===== config.mk =====
export PLATFORM = sky130hd
export DESIGN_NAME = audio_i2s_tx
export DESIGN_NICKNAME = d
export VERILOG_FILES = /design/src/rtl/audio_i2s_tx.sv
export SDC_FILE = /design/constraint.sdc
export NUM_CORES = 1
export LEC_CHECK = 0
export CAP_MARGIN = 25
export CORE_MARGIN = 5
export CORE_UTILIZATION = 30
export DETAILED_ROUTE_END_ITERATION = 7
export PLACE_DENSITY_LB_ADDON = 0.08
export SETUP_SLACK_MARGIN = 0.2
export SYNTH_ARGS = -nofsm -noshare
export SYNTH_HDL_FRONTEND = slang
export SYNTH_SLANG_ARGS = --single-unit

===== constraint.sdc =====
create_clock -name clock -period 2.8 [get_ports clock]
set_input_delay 0.28 -clock clock [delete_from_list [all_inputs] [get_ports clock]]
set_output_delay 0.28 -clock clock [all_outputs]
set_load 0.02 [all_outputs]

===== src/rtl/audio_i2s_tx.sv =====
`default_nettype none
// ============================================================================
// Module      : audio_i2s_tx
// Description : I2S transmitter for a stereo DAC codec. It accepts one
//               left/right frame into a one-entry holding buffer through a
//               valid/ready handshake. It generates BCLK by dividing the
//               system clock, drives LRCK (0 = left, 1 = right), and shifts
//               each sample out MSB first, one BCLK after the LRCK edge.
//               If no frame is held at a frame start, the block pulses
//               underrun and sends the underrun frame.
// Ports       : clock        system clock, all logic on posedge
//               clear        synchronous active-high reset
//               left_in      left channel sample (two's complement)
//               right_in     right channel sample (two's complement)
//               valid        left_in/right_in carry a frame to transfer
//               ready        registered, holding buffer empty
//               aud_bclk     bit clock to the codec
//               aud_daclrck  word select, 0 = left slot, 1 = right slot
//               aud_dacdat   serial data, MSB first
//               underrun     one-cycle pulse, frame start with empty buffer
// Config      : AUDIO_I2S_TX_REPEAT_EN - if defined, the underrun frame is
//               the last frame loaded (0 if none since reset). If undefined,
//               the underrun frame is mute (all zeros).
// Revision    : 1.0 - initial release
// ============================================================================
module audio_i2s_tx #(
    parameter int SAMPLE_W  = 24,
    parameter int SLOT_W    = 32,
    parameter int BCLK_HALF = 9
) (
    input  logic                clock,
    input  logic                clear,
    input  logic [SAMPLE_W-1:0] left_in,
    input  logic [SAMPLE_W-1:0] right_in,
    input  logic                valid,
    output logic                ready,
    output logic                aud_bclk,
    output logic                aud_daclrck,
    output logic                aud_dacdat,
    output logic                underrun
);

    localparam int CNT_W = $clog2(2 * SLOT_W);
    localparam int DIV_W = $clog2(BCLK_HALF);

    localparam logic [CNT_W-1:0] C_CNT_MAX = CNT_W'(2 * SLOT_W - 1);
    localparam logic [CNT_W-1:0] C_SLOT    = CNT_W'(SLOT_W);
    localparam logic [CNT_W-1:0] C_SAMP    = CNT_W'(SAMPLE_W);
    localparam logic [DIV_W-1:0] C_DIV_MAX = DIV_W'(BCLK_HALF - 1);

    logic [DIV_W-1:0]    r_div;
    logic                r_bclk;
    logic [CNT_W-1:0]    r_cnt;
    logic                r_lrck;
    logic                r_dat;
    logic                r_ready;
    logic                r_ur;
    logic [SAMPLE_W-1:0] r_hold_l;
    logic [SAMPLE_W-1:0] r_hold_r;
    logic [SAMPLE_W-1:0] r_sh_l;
    logic [SAMPLE_W-1:0] r_sh_r;

    logic                w_fall;
    logic                w_frame_start;
    logic [CNT_W-1:0]    w_cnt_nxt;
    logic                w_right;
    logic [CNT_W-1:0]    w_k;
    logic                w_data_bit;
    logic [SAMPLE_W-1:0] w_ur_l;
    logic [SAMPLE_W-1:0] w_ur_r;

    // A fall event happens when the divider reaches terminal count while
    // BCLK is high. All serial outputs change only on that cycle, so the
    // codec samples stable data on the BCLK rising edge.
    assign w_fall        = (r_div == C_DIV_MAX) && r_bclk;
    assign w_frame_start = w_fall && (r_cnt == C_CNT_MAX);
    assign w_cnt_nxt     = (r_cnt == C_CNT_MAX) ? '0 : r_cnt + CNT_W'(1);
    assign w_right       = (w_cnt_nxt >= C_SLOT);
    assign w_k           = w_right ? (w_cnt_nxt - C_SLOT) : w_cnt_nxt;
    // Slot index 0 is the one-BCLK I2S delay. Indices past the sample are
    // zero padding.
    assign w_data_bit    = (w_k != '0) && (w_k <= C_SAMP);

`ifdef AUDIO_I2S_TX_REPEAT_EN
    logic [SAMPLE_W-1:0] r_last_l;
    logic [SAMPLE_W-1:0] r_last_r;

    always_ff @(posedge clock) begin
        if (clear) begin
            r_last_l <= '0;
            r_last_r <= '0;
        end else if (w_frame_start && !r_ready) begin
            r_last_l <= r_hold_l;
            r_last_r <= r_hold_r;
        end
    end

    assign w_ur_l = r_last_l;
    assign w_ur_r = r_last_r;
`else
    assign w_ur_l = '0;
    assign w_ur_r = '0;
`endif

    always_ff @(posedge clock) begin
        if (clear) begin
            r_div    <= '0;
            r_bclk   <= 1'b0;
            r_cnt    <= C_CNT_MAX;
            r_lrck   <= 1'b0;
            r_dat    <= 1'b0;
            r_ready  <= 1'b1;
            r_ur     <= 1'b0;
            r_hold_l <= '0;
            r_hold_r <= '0;
            r_sh_l   <= '0;
            r_sh_r   <= '0;
        end else begin
            r_ur <= 1'b0;

            if (r_div == C_DIV_MAX) begin
                r_div  <= '0;
                r_bclk <= ~r_bclk;
            end else begin
                r_div <= r_div + DIV_W'(1);
            end

            if (w_fall) begin
                r_cnt  <= w_cnt_nxt;
                r_lrck <= w_right;
                if (w_data_bit) begin
                    if (w_right) begin
                        r_dat  <= r_sh_r[SAMPLE_W-1];
                        r_sh_r <= {r_sh_r[SAMPLE_W-2:0], 1'b0};
                    end else begin
                        r_dat  <= r_sh_l[SAMPLE_W-1];
                        r_sh_l <= {r_sh_l[SAMPLE_W-2:0], 1'b0};
                    end
                end else begin
                    r_dat <= 1'b0;
                end
            end

            // Slot index is 0 at frame start, so no shift happens on that
            // cycle. The loads below have nothing to collide with.
            if (w_frame_start) begin
                if (!r_ready) begin
                    r_sh_l  <= r_hold_l;
                    r_sh_r  <= r_hold_r;
                    r_ready <= 1'b1;
                end else begin
                    // The buffer was empty at the frame start. A frame
                    // accepted on this cycle waits for the next frame start.
                    r_ur   <= 1'b1;
                    r_sh_l <= w_ur_l;
                    r_sh_r <= w_ur_r;
                    if (valid) begin
                        r_hold_l <= left_in;
                        r_hold_r <= right_in;
                        r_ready  <= 1'b0;
                    end
                end
            end else if (valid && r_ready) begin
                r_hold_l <= left_in;
                r_hold_r <= right_in;
                r_ready  <= 1'b0;
            end
        end
    end

    assign ready       = r_ready;
    assign aud_bclk    = r_bclk;
    assign aud_daclrck = r_lrck;
    assign aud_dacdat  = r_dat;
    assign underrun    = r_ur;

endmodule
`default_nettype wire


Word level (Yosys, flattened, before mapping) --
Cells that the tools add are included.
Cells by class: add/sub/neg operators 3, order comparisons 2, equality and inequality tests 5, muxes and demuxes 27, bitwise logic cells 2, reduce and logical (&&, ||, !) cells 14
Operators with widths (count):
- 2-to-1 mux 24 bit | 18
- 2-to-1 mux 6 bit | 2
- AND reduction 3 bit | 3
- nonzero test 2 bit | 4
- 2-to-1 mux 1 bit | 7
- adder 6 x 1 -> 6 bit (second input constant) | 1
- equality test 6 bit (second input constant) | 1
- greater-or-equal comparator 6 bit (second input constant) | 1
- <= comparator 6 x 5 -> 1 bit (second input constant) | 1
- inequality test 2 bit (second input constant) | 3
- nonzero test 6 bit | 1
- subtractor 6 bit (second input constant) | 1
- adder 4 x 1 -> 4 bit (second input constant) | 1
- equality test 4 bit (second input constant) | 1
- logical AND 1 bit | 4
- OR reduction 2 bit | 2
- inverter 1 bit | 2
Storage, ports and cells: register bits 111, input port bits 51, output and inout bits 5, word-level logic and storage cells 64

Logic depth before layout (Yosys ltp) --
depth after elaboration 9, depth in mapped cells 11, gate-level depth less buffers 7

Least setup slack after synthesis --
OpenSTA, ideal clock, no wires.
path kind register -> register, from register r_cnt[0], to register r_sh_r[10], setup time 0.121 ns, data arrival time 2.025 ns, required time 2.679 ns, path slack 0.654 ns, cell stages (with the launch flop) 9, buffers on the path 2, clock period less this slack 2.146 ns, cells stage by stage dfxtp_1 ha_1 buf_2 nor4b_2 a41oi_1 or3_4 o211ai_4 buf_12 mux2_4
On the way: word-level cells in the longest chain between the ends 8, elaborated cells on any way between the ends 15, those cells by class 2 x add/sub; 2 x order compare; 1 x eq/ne; 3 x mux; 7 x reduce/logical
Ends and longest elaborated chain:
- start: declaration | RTL line 53 | logic [CNT_W-1:0] r_cnt;
- start signal: assignment | RTL line 129 | r_cnt <= w_cnt_nxt;
- adder 6 x 1 -> 6 bit / equality test 6 bit (equally long branches) | RTL line 77, 76
- 2-to-1 mux 6 bit | RTL line 77 | assign w_cnt_nxt = (r_cnt == C_CNT_MAX) ? '0 : r_cnt + CNT_W'(1);
- subtractor 6 bit / greater-or-equal comparator 6 bit (equally long branches) | RTL line 79, 78
- 2-to-1 mux 6 bit | RTL line 79 | assign w_k = w_right ? (w_cnt_nxt - C_SLOT) : w_cnt_nxt;
- <= comparator 6 x 5 -> 1 bit / nonzero test 6 bit (equally long branches) | RTL line 82 | assign w_data_bit = (w_k != '0) && (w_k <= C_SAMP);
- logical AND 1 bit | RTL line 82
- nonzero test 2 bit (no line)
- AND reduction 3 bit (no line)
- end signal: assignment | RTL line 134 | r_sh_r <= {r_sh_r[SAMPLE_W-2:0], 1'b0};
- end signal: assignment | RTL line 149 | r_sh_r <= r_hold_r;
- end signal: assignment | RTL line 156 | r_sh_r <= w_ur_r;
- end: declaration | RTL line 61 | logic [SAMPLE_W-1:0] r_sh_r;
Several ways; a longest one is shown, not always the timed one. A chain may end at the register's enable or synchronous reset.

Final worst setup path --
from register r_cnt[0], to register r_sh_l[3]
On the way: word-level cells in the longest chain between the ends 8, elaborated cells on any way between the ends 15, those cells by class 2 x add/sub; 2 x order compare; 2 x eq/ne; 3 x mux; 6 x reduce/logical
Ends and longest elaborated chain:
- adder 6 x 1 -> 6 bit / equality test 6 bit (equally long branches) | RTL line 77, 76
- 2-to-1 mux 6 bit | RTL line 77
- subtractor 6 bit / greater-or-equal comparator 6 bit (equally long branches) | RTL line 79, 78
- 2-to-1 mux 6 bit | RTL line 79
- <= comparator 6 x 5 -> 1 bit / nonzero test 6 bit (equally long branches) | RTL line 82
- logical AND 1 bit | RTL line 82
- nonzero test 2 bit (no line)
- AND reduction 3 bit (no line)
- end signal: assignment | RTL line 137 | r_sh_l <= {r_sh_l[SAMPLE_W-2:0], 1'b0};
- end signal: assignment | RTL line 148 | r_sh_l <= r_hold_l;
- end signal: assignment | RTL line 155 | r_sh_l <= w_ur_l;
- end: declaration | RTL line 60 | logic [SAMPLE_W-1:0] r_sh_l;
Several ways; a longest one is shown, not always the timed one.

==> results_dict.tcl <==
set metrics [dict create \
    critical_path_arrival_ns 2.60 \
    drt_iter0_drc 192 \
    cts.repair.resized 0 \
    grt_pass1_vias 4206 \
    skew_ns 0.00525 \
    place_hpwl_um 8340 \
    layout_min_cycle_time_ns 2.36 \
    maxSlewViolCount 0 \
    synth_area_leaders "dfxtp_1, mux2_4, nand2_1" \
    vdd_drop_max_mv 0.307 \
    antenna_cells 0 \
    antenna_left 0 \
    setup_viol 0 \
    fp-row-count 50 \
    worst_hold_path.num_cells 2 \
    fmax_mhz 423 \
    first_pass_iters 4 \
    grt_usage 0.119 \
    hold_violations 0 \
    cts_sinks 111 \
    start_util 0.303 \
    max-slew-margin-rel 0.627 \
    tns_ns 0 \
    clockBufferDepth 2 \
    synth_edf_count 0 \
    wl_per_cell_um 14.0 \
    whs_ns 0.424 \
    maxCapViolations 0 \
    reg2reg_slack_ns 0.44 \
    synth_commonest_cells "nand2_1, dfxtp_1, a21oi_1" \
    num_vias 4249 \
    ys_ff_latch 111 \
    r2r_cells 7 \
    p_per_area_mw_per_mm2 475 \
    cts_hold_buf 0 \
    grt_max_degree 59 \
    yosysWarningCount 0 \
    clkLatencyLatePin_ns 0.35 \
    synth_fp_nets 690 \
    start_kind "register" \
    via_per_inst 4.72 \
    rr_startpoint "r_cnt[0]" \
    grt.overflow.total 0 \
    syn_area_sq_mm 0.00560 \
    worstHoldStart "clear" \
    ys_async_sr_fraction 0 \
    status "complete, no violations" \
    worstSetupPathType "register to register" \
    regToRegEndpoint "r_sh_l[3]" \
    post-synth-top-area-fraction 0.397 \
    min_to "aud_daclrck" \
    cts_buffers 9 \
    synth.avg_cell_area_sq_um 8.82 \
    wirelength_um 12600 \
    nets 717 \
    hold_path_class "primary input to register" \
    slowest_delay_ns 0.46 \
    die_h_um 147 \
    route.detailed.drc 0 \
    required_ns 3.04 \
    die_area_sq_mm 0.0215 \
    postCtsSetupRepairBufs 0 \
    synthFlopType "dfxtp_1" \
    synth_most_common_cell "nand2_1" \
    n_fill_cell 1928 \
    rsz0062_at_grt "false" \
    crit_slowest_cell "dfxtp_1" \
    path_cells "ha_2, nor4bb_1, o21a_1, a21oi_2, o211ai_4, buf_12, mux2_2" \
    portBuffers 55 \
    cts-root-buf "clkbuf_16" \
    design.core.area_sq_mm 0.0185 \
    worst_slew_pin_slew_ns 0.559 \
    die_w_um 147 \
    cts_tree "built" \
    cts.clk_slew.worst_paths_ns 0.07 \
    antenna_found_initial 0 \
    syn_to_final_growth_pct 17.1 \
    path_max_fanout 23 \
    drive_above_1_share 0.141 \
    post-route-util 0.354 \
    grt_pass1_wl_um 21000 \
    end_kind "register" \
    power.leakage_nw 2.42 \
    syn-instance-count 635 \
    cts_htree_levels 3 \
    period_share 0.844 \
    gp_congestion 0.803 \
    yosysTopAreaCell "dfxtp_1" \
    pin_count 56 \
    synth_cell_types 55 \
    yosysSeqAreaShare 0.397 \
]
## report_power, final
group / leakage, nW / internal, mW / switching (mW)
Clock: 0.142 / 0.647 / 0.566
Combinational: 1.37 / 0.119 / 0.125
Sequential: 0.902 / 1.62 / 0.0320
## how the worst max path moves through the flow
stage,start,end,slack [ns],depth (start not counted)
floorplan,r_cnt[0],r_sh_r[10],0.65,8
global placement,r_cnt[0],r_sh_l[3],0.37,7
detailed placement,r_cnt[0],r_sh_l[3],0.32,7
CTS,r_cnt[0],r_sh_l[3],0.30,7
global route,r_cnt[0],r_sh_l[1],0.29,7
finish,r_cnt[0],r_sh_l[3],0.44,7
## registers in the layout, summed over array words and instances, names as in the netlist
signal       cells
r_cnt            6
aud_bclk         1
r_hold_l        24
r_div            4
r_sh_l          24
underrun         1
aud_dacdat       1
r_hold_r        24
r_sh_r          24
ready            1
aud_daclrck      1
## through the flow
stage / area, sq um / setup slack, ns / power (mW) / std cells
2_1_floorplan: 5600 / 0.654 / 1.81 / 635
3_3_place_gp: 6280 / 0.370 / 1.94 / 885
3_5_place_dp: 6280 / 0.318 / 1.95 / 885
4_1_cts: 6560 / 0.305 / 3.19 / 901
5_1_grt: 6560 / 0.287 / 3.27 / 901
6_report: 6560 / 0.437 / 3.11 / 901
## kinds of logic after synthesis
family	share of synthesized area
adder cells (fa/ha/maj)	0.00893
XOR/XNOR	0.00782
AO/OA/AOI/OAI	0.128
flip-flops	0.397
AND/OR/NAND/NOR	0.279
multiplexers	0.121
buffers and inverters	0.0585
## critical path: cells and delay by family (launching register included)
| family | cells | cell delay, ns |
|---|---|---|
| and+or+nand+nor | 1 | 0.30 |
| DFF | 1 | 0.46 |
| buffers and inverters | 1 | 0.23 |
| adders and majority gates | 1 | 0.37 |
| AOI/OAI and AO/OA | 3 | 0.53 |
| muxes | 1 | 0.35 |
## routing by layer
layer / global-route usage / routed length, um
met3: 0.0335 / 358
met5: 0 / 0
met4: 0.0282 / 116
met2: 0.197 / 5900
met1: 0.154 / 6220
## area by class of cell
class                           instances  area (sq um)  area share
Clock buffer                           12           256      0.0391
Clock inverter                          4          20.0     0.00305
Multi-Input combinational cell        469          3060       0.466
Inverter                                3          11.3     0.00172
Sequential cell                       111          2220       0.339
Tap cell                              234           293      0.0446
Timing Repair Buffer                   68           696       0.106
## placed cells by master, fill, tap and decap left out, types with 4 or more instances in the layout
| cell type | instances |
|---|---|
| clkinv_2 | 4 |
| buf_12 | 4 |
| mux2_4 | 40 |
| mux2_1 | 4 |
| or3b_2 | 5 |
| a21oi_1 | 101 |
| clkdlybuf4s50_1 | 54 |
| nand2_1 | 154 |
| clkbuf_16 | 9 |
| buf_4 | 10 |
| nand2b_1 | 4 |
| nor2_1 | 8 |
| nor2b_1 | 49 |
| nor3_1 | 4 |
| dfxtp_1 | 110 |
| or3b_1 | 41 |
Power figures use the tool's default switching activity.
